==> src/rtl/alu_share_arbiter_if.sv <==
// One requester's request/response channel pair on the shared-ALU arbiter.
// master = requester side, slave = arbiter side.
interface alu_share_arbiter_if #(
    parameter int DATA_W = 32,
    parameter int CTRL_W = 4
);
    logic              req_valid;
    logic              req_ready;
    logic [CTRL_W-1:0] req_op;
    logic [DATA_W-1:0] req_a;
    logic [DATA_W-1:0] req_b;
    logic              rsp_valid;
    logic              rsp_ready;
    logic [DATA_W-1:0] rsp_result;
    logic              rsp_zero;

    modport master (
        output req_valid, req_op, req_a, req_b, rsp_ready,
        input  req_ready, rsp_valid, rsp_result, rsp_zero
    );

    modport slave (
        input  req_valid, req_op, req_a, req_b, rsp_ready,
        output req_ready, rsp_valid, rsp_result, rsp_zero
    );
endinterface

==> src/rtl/alu_share_arbiter.sv <==
// Round-robin share of one combinational ALU between two requesters, with a
// registered one-deep response slot each. Define ALU_ARB_STATS_EN for grant/conflict counters.
`ifndef ALU_ADD
`define ALU_ADD 4'b0010
`endif

module alu_share_arbiter #(
    parameter int DATA_W = 32,
    parameter int CTRL_W = 4,
    parameter int CNT_W  = 16
) (
    input  logic                 clk,
    input  logic                 rst_n,
    alu_share_arbiter_if.slave   req0,
    alu_share_arbiter_if.slave   req1,
    output logic [DATA_W-1:0]    alu_operand_a,
    output logic [DATA_W-1:0]    alu_operand_b,
    output logic [CTRL_W-1:0]    alu_control,
    input  logic [DATA_W-1:0]    alu_result,
    input  logic                 alu_zero
`ifdef ALU_ARB_STATS_EN
    ,
    output logic [CNT_W-1:0]     grant0_cnt,
    output logic [CNT_W-1:0]     grant1_cnt,
    output logic [CNT_W-1:0]     conflict_cnt
`endif
);

    if (DATA_W < 1 || CTRL_W < 4 || CNT_W < 1) begin : g_bad_params
    end

    logic [1:0]        valid;
    logic [1:0]        rsp_ready;
    logic [1:0]        elig;
    logic [1:0]        grant;
    logic [1:0]        rsp_valid;
    logic [1:0]        rsp_zero;
    logic [CTRL_W-1:0] op [2];
    logic [DATA_W-1:0] opa [2];
    logic [DATA_W-1:0] opb [2];
    logic [DATA_W-1:0] rsp_result [2];
    logic              last_grant_reg;

    assign valid     = {req1.req_valid, req0.req_valid};
    assign rsp_ready = {req1.rsp_ready, req0.rsp_ready};
    assign op[0]     = req0.req_op;
    assign op[1]     = req1.req_op;
    assign opa[0]    = req0.req_a;
    assign opa[1]    = req1.req_a;
    assign opb[0]    = req0.req_b;
    assign opb[1]    = req1.req_b;

    genvar gi;
    generate
        for (gi = 0; gi < 2; gi++) begin : g_req
            logic              valid_reg;
            logic [DATA_W-1:0] result_reg;
            logic              zero_reg;

            // A response being consumed this cycle frees the slot for a new grant.
            assign elig[gi] = valid[gi] && (!valid_reg || rsp_ready[gi]);

            always_ff @(posedge clk or negedge rst_n) begin
                if (!rst_n) begin
                    valid_reg  <= 1'b0;
                    result_reg <= '0;
                    zero_reg   <= 1'b0;
                end else if (grant[gi]) begin
                    valid_reg  <= 1'b1;
                    result_reg <= alu_result;
                    zero_reg   <= alu_zero;
                end else if (rsp_ready[gi]) begin
                    valid_reg  <= 1'b0;
                end
            end

            assign rsp_valid[gi]  = valid_reg;
            assign rsp_result[gi] = result_reg;
            assign rsp_zero[gi]   = zero_reg;
        end
    endgenerate

    // On conflict the requester that did not win last time goes first.
    assign grant[0] = elig[0] && (!elig[1] || last_grant_reg);
    assign grant[1] = elig[1] && (!elig[0] || !last_grant_reg);

    always_ff @(posedge clk or negedge rst_n) begin
        if (!rst_n) begin
            last_grant_reg <= 1'b1;
        end else if (|grant) begin
            last_grant_reg <= grant[1];
        end
    end

    always_comb begin
        alu_operand_a = '0;
        alu_operand_b = '0;
        alu_control   = CTRL_W'(`ALU_ADD);
        if (grant[0]) begin
            alu_operand_a = opa[0];
            alu_operand_b = opb[0];
            alu_control   = op[0];
        end else if (grant[1]) begin
            alu_operand_a = opa[1];
            alu_operand_b = opb[1];
            alu_control   = op[1];
        end
    end

    assign req0.req_ready  = grant[0];
    assign req1.req_ready  = grant[1];
    assign req0.rsp_valid  = rsp_valid[0];
    assign req1.rsp_valid  = rsp_valid[1];
    assign req0.rsp_result = rsp_result[0];
    assign req1.rsp_result = rsp_result[1];
    assign req0.rsp_zero   = rsp_zero[0];
    assign req1.rsp_zero   = rsp_zero[1];

`ifdef ALU_ARB_STATS_EN
    logic [CNT_W-1:0] grant0_cnt_reg;
    logic [CNT_W-1:0] grant1_cnt_reg;
    logic [CNT_W-1:0] conflict_cnt_reg;

    always_ff @(posedge clk or negedge rst_n) begin
        if (!rst_n) begin
            grant0_cnt_reg   <= '0;
            grant1_cnt_reg   <= '0;
            conflict_cnt_reg <= '0;
        end else begin
            if (grant[0]) grant0_cnt_reg <= grant0_cnt_reg + 1'b1;
            if (grant[1]) grant1_cnt_reg <= grant1_cnt_reg + 1'b1;
            if (&elig)    conflict_cnt_reg <= conflict_cnt_reg + 1'b1;
        end
    end

    assign grant0_cnt   = grant0_cnt_reg;
    assign grant1_cnt   = grant1_cnt_reg;
    assign conflict_cnt = conflict_cnt_reg;
`endif

endmodule

==> src/flat_wrapper.sv <==
// flat-port wrapper written by rule: the top's interface ports become plain ports
module alu_share_arbiter_flat 
#(
    parameter int DATA_W = 32,
    parameter int CTRL_W = 4,
    parameter int CNT_W  = 16
)
  (clk, rst_n, alu_operand_a, alu_operand_b, alu_control, alu_result, alu_zero, req0_req_valid, req0_req_op, req0_req_a, req0_req_b, req0_rsp_ready, req0_req_ready, req0_rsp_valid, req0_rsp_result, req0_rsp_zero, req1_req_valid, req1_req_op, req1_req_a, req1_req_b, req1_rsp_ready, req1_req_ready, req1_rsp_valid, req1_rsp_result, req1_rsp_zero);
  alu_share_arbiter_if #(.DATA_W(DATA_W), .CTRL_W(CTRL_W)) req0_i ();
  alu_share_arbiter_if #(.DATA_W(DATA_W), .CTRL_W(CTRL_W)) req1_i ();
  input  logic clk;
  input  logic rst_n;
  output logic [DATA_W-1:0] alu_operand_a;
  output logic [DATA_W-1:0] alu_operand_b;
  output logic [CTRL_W-1:0] alu_control;
  input  logic [DATA_W-1:0] alu_result;
  input  logic alu_zero;
  input wire logic [$bits(req0_i.req_valid)-1:0] req0_req_valid;
  input wire logic [$bits(req0_i.req_op)-1:0] req0_req_op;
  input wire logic [$bits(req0_i.req_a)-1:0] req0_req_a;
  input wire logic [$bits(req0_i.req_b)-1:0] req0_req_b;
  input wire logic [$bits(req0_i.rsp_ready)-1:0] req0_rsp_ready;
  output wire logic [$bits(req0_i.req_ready)-1:0] req0_req_ready;
  output wire logic [$bits(req0_i.rsp_valid)-1:0] req0_rsp_valid;
  output wire logic [$bits(req0_i.rsp_result)-1:0] req0_rsp_result;
  output wire logic [$bits(req0_i.rsp_zero)-1:0] req0_rsp_zero;
  input wire logic [$bits(req1_i.req_valid)-1:0] req1_req_valid;
  input wire logic [$bits(req1_i.req_op)-1:0] req1_req_op;
  input wire logic [$bits(req1_i.req_a)-1:0] req1_req_a;
  input wire logic [$bits(req1_i.req_b)-1:0] req1_req_b;
  input wire logic [$bits(req1_i.rsp_ready)-1:0] req1_rsp_ready;
  output wire logic [$bits(req1_i.req_ready)-1:0] req1_req_ready;
  output wire logic [$bits(req1_i.rsp_valid)-1:0] req1_rsp_valid;
  output wire logic [$bits(req1_i.rsp_result)-1:0] req1_rsp_result;
  output wire logic [$bits(req1_i.rsp_zero)-1:0] req1_rsp_zero;
  assign req0_i.req_valid = req0_req_valid;
  assign req0_i.req_op = req0_req_op;
  assign req0_i.req_a = req0_req_a;
  assign req0_i.req_b = req0_req_b;
  assign req0_i.rsp_ready = req0_rsp_ready;
  assign req0_req_ready = req0_i.req_ready;
  assign req0_rsp_valid = req0_i.rsp_valid;
  assign req0_rsp_result = req0_i.rsp_result;
  assign req0_rsp_zero = req0_i.rsp_zero;
  assign req1_i.req_valid = req1_req_valid;
  assign req1_i.req_op = req1_req_op;
  assign req1_i.req_a = req1_req_a;
  assign req1_i.req_b = req1_req_b;
  assign req1_i.rsp_ready = req1_rsp_ready;
  assign req1_req_ready = req1_i.req_ready;
  assign req1_rsp_valid = req1_i.rsp_valid;
  assign req1_rsp_result = req1_i.rsp_result;
  assign req1_rsp_zero = req1_i.rsp_zero;
  alu_share_arbiter #(.DATA_W(DATA_W), .CTRL_W(CTRL_W), .CNT_W(CNT_W)) u_core (.clk(clk), .rst_n(rst_n), .req0(req0_i), .req1(req1_i), .alu_operand_a(alu_operand_a), .alu_operand_b(alu_operand_b), .alu_control(alu_control), .alu_result(alu_result), .alu_zero(alu_zero));
endmodule
==> config.mk <==
export PLATFORM = sky130hd
export DESIGN_NAME = alu_share_arbiter_flat
export DESIGN_NICKNAME = d
export VERILOG_FILES = /design/src/rtl/alu_share_arbiter_if.sv /design/src/rtl/alu_share_arbiter.sv /design/src/flat_wrapper.sv
export SDC_FILE = /design/constraint.sdc
export NUM_CORES = 1
export LEC_CHECK = 0
export ABC_AREA = 0
export ABC_CLOCK_PERIOD_IN_PS = 2000
export CORE_AREA = 2 2 120 122
export DETAILED_ROUTE_END_ITERATION = 16
export DIE_AREA = 0 0 122 124
export DONT_BUFFER_PORTS = 1
export GPL_ROUTABILITY_DRIVEN = 1
export HOLD_SLACK_MARGIN = 0.08
export PLACE_DENSITY = 0.43
export REMOVE_ABC_BUFFERS = 1
export SYNTH_ARGS = -nofsm -noshare
export SYNTH_HDL_FRONTEND = slang
export SYNTH_SLANG_ARGS = --single-unit
==> constraint.sdc <==
create_clock -name clk -period 2 [get_ports clk]
set_input_delay 0.4 -clock clk [delete_from_list [all_inputs] [get_ports clk]]
set_output_delay 0.4 -clock clk [all_outputs]
set_load 0.05 [all_outputs]
==> impl_metrics.tcl <==
set metrics [dict create \
    timing.hold.ws_ns -0.2380 \
    violations "negative hold slack, negative setup slack" \
    power.density_mw_per_mm2 1431 \
    path_max_fanout 18 \
    fmax_mhz 434.0 \
    critPathRequiredTime_ns 1.60 \
    yosysUniqueCellTypes 18 \
    setup_slack_ns -0.3040 \
    dpl.cell_count 477 \
    grtUsageTotal_pct 19.07 \
    worstReg2RegStart "u_core.last_grant_reg" \
    clockRootBuffer "clkbuf_16" \
    die_h_um 124 \
    clkSinkCount 69 \
    leakagePower_uw 0.002547 \
    finalCritPeriodShare_pct 115.2 \
    io_pins 313 \
    via_per_inst 5.155 \
    core.rowCount 43 \
    nets 499 \
    period_minus_slack_ns 2.304 \
    fp.dieW_um 122 \
    synthMuxAreaShare_pct 24.32 \
    report.final.hold_viol_count 69 \
    remaining_drc_errors 0 \
    slew_viol_final 0 \
    routedWlPerCell_um 31.95 \
    drt_first_pass_iters 4 \
    place_hpwl_um 12400 \
    worstSetupPathType "flop to output port" \
    rrSetupSlack_ns 0.11 \
    hp-class "input pin to async pin" \
    worst_r2r_path_depth 7 \
    clk_latency_ns 0.33 \
    rr_endpoint "u_core.req0.rsp_result[0]" \
    crit_path_end_kind "output port" \
    grt_pass1_vias 2670 \
    start_kind "flop" \
    area_growth_pct 73.26 \
    synth_adder_area_share_pct 0 \
    clk_pin_slew_ns 0.06 \
    synth-seq-area-share_pct 51.36 \
    wirelength_um 16300 \
    final_util_pct 42.49 \
    crit_arrival_ns 1.90 \
    status "finished with violations" \
    setup_viol 70 \
    clockBufferDepth 2 \
    drv_cap 0 \
    antenna_left 0 \
    coreArea_sq_mm 0.01372 \
    finalClockSkew_ns 0.007787 \
    syn_area_sq_mm 0.003364 \
    slew_headroom_pct 64.33 \
    gp_congestion 0.7382 \
    portBuffers 0 \
    synth_simple_gate_area_share_pct 1.376 \
    yosys_warnings 0 \
    antenna_found_initial 2 \
    start_util_pct 24.52 \
    stdcell_count 510 \
    rsz0062_at_grt "true" \
    drive_gt1_share_pct 59.88 \
    vias 2629 \
    worst_pin_slew_ns 0.5350 \
    tritoncts "yes" \
    syn_avg_cell_area_sq_um 14.20 \
    htreeDepth 3 \
    ys_seq_elements 69 \
    grt_max_degree 70 \
    nFillCells 1248 \
    synth_top_family_by_area "multiplexers" \
    fp.dieArea_sq_mm 0.01513 \
    total_power_uw 8342 \
    synth_compound_area_share_pct 18.97 \
    grt_pass1_wl_um 20140 \
    syn_inst 237 \
    synth_xor_area_share_pct 0 \
    overflow 0 \
    drtIter0Drc 161 \
    peakVddDrop_uv 740.2 \
    numCtsBuffers 9 \
]
routing by layer:
| metal | GRT usage, % | up-vias | wire [um] |
|---|---|---|---|
| met2 | 31.63 | 182 | 8142 |
| met1 | 19.82 | 1329 | 5429 |
| met5 | 0 | - | 13 |
| met4 | 3.448 | 2 | 204 |
| met3 | 13.87 | 16 | 2506 |
| li1 | - | 1100 | - |
area by class of cell:
class / count / area [sq um] / share of cell area [%]
Timing Repair Buffer: 96 / 1772 / 30.39
Sequential cell: 69 / 1728 / 29.64
Multi-Input combinational cell: 146 / 1715 / 29.43
Clock buffer: 9 / 225.2 / 3.863
Tap cell: 180 / 225.2 / 3.863
Clock inverter: 7 / 146.4 / 2.511
Inverter: 2 / 15.01 / 0.2576
Antenna cell: 1 / 2.502 / 0.04293
what timing repair did:
| item | CTS | global route |
|---|---|---|
| setup endpoints to repair | 70 | 70 |
| setup buffers | 3 | 5 |
| hold endpoints to repair | 69 | 69 |
| gates resized for setup | 16 | 27 |
| pin swaps | 2 | 0 |
| gates cloned | 2 | 7 |
worst max path at each step:
stage,start,to,slack [ns],depth (start not counted)
finish,u_core.last_grant_reg,alu_operand_a[2],-0.30,6
global route,u_core.last_grant_reg,alu_operand_a[2],-0.36,6
CTS,u_core.last_grant_reg,alu_operand_b[22],-0.31,6
detailed placement,u_core.last_grant_reg,alu_operand_a[18],0.02,6
global placement,u_core.last_grant_reg,alu_operand_b[27],0.03,6
floorplan,u_core.req0.rsp_valid,alu_control[0],-1.26,4
metrics by stage:
step	setup TNS (ns)	setup WS (ns)	hold slack, ns	area, sq um
after global routing	-23.62	-0.3626	-0.2629	5829
final	-19.30	-0.3040	-0.2380	5829
after floorplan	-108.73	-1.261	0.1044	3238
after CTS	-19.71	-0.3074	-0.2547	5464
after detailed placement	0	0.02245	0.1059	4943
after global placement	0	0.02889	0.1059	4943
power breakdown:
| part | internal, uW | total [uW] | switching (uW) |
|---|---|---|---|
| Combinational | 1560 | 3040 | 1480 |
| Sequential | 1750 | 3330 | 1580 |
| Clock | 1350 | 1970 | 621 |
| Total | 4660 | 8340 | 3680 |
cell families (layout without fill, tap and decap cells):
| logic type | count (synthesis) | in the layout |
|---|---|---|
| and+or+nand+nor | 9 | 9 |
| other | 0 | 1 |
| AOI/OAI and AO/OA | 71 | 71 |
| DFF | 69 | 69 |
| buffers and inverters | 22 | 114 |
| muxes | 66 | 66 |
cells in the mapped netlist, drive strengths merged:
master	number	area share, %
buf	19	3.6
o211ai	2	1.0
dfstp	1	0.78
inv	2	0.22
nand2b	3	0.56
mux2	66	24
o2bb2ai	1	0.26
o22a	1	0.26
dfrtp	68	51
nor2b	2	0.37
nand2	4	0.45
clkbuf	1	0.11
a22o	67	17
critical path, stage by stage (launching register included):
cell and delay [ns]:
dfstp_2 0.38, nand2b_4 0.15, o211ai_4 0.23, clkinv_4 0.19, buf_16 0.21, a22o_1 0.23, buf_12 0.16
cells in the final DEF, fill, tap and decap left out, types with 2 or more instances in the layout:
cell / instances
dfrtp_1: 68
buf_4: 11
mux2_2: 35
o211ai_4: 2
nand2b_1: 2
buf_6: 6
bufinv_16: 4
a22o_4: 21
clkinv_4: 3
mux2_1: 11
a22o_1: 46
buf_8: 2
nand2_1: 3
buf_16: 3
clkbuf_16: 12
buf_12: 70
mux2_4: 20
Power figures use the tool's default switching activity.
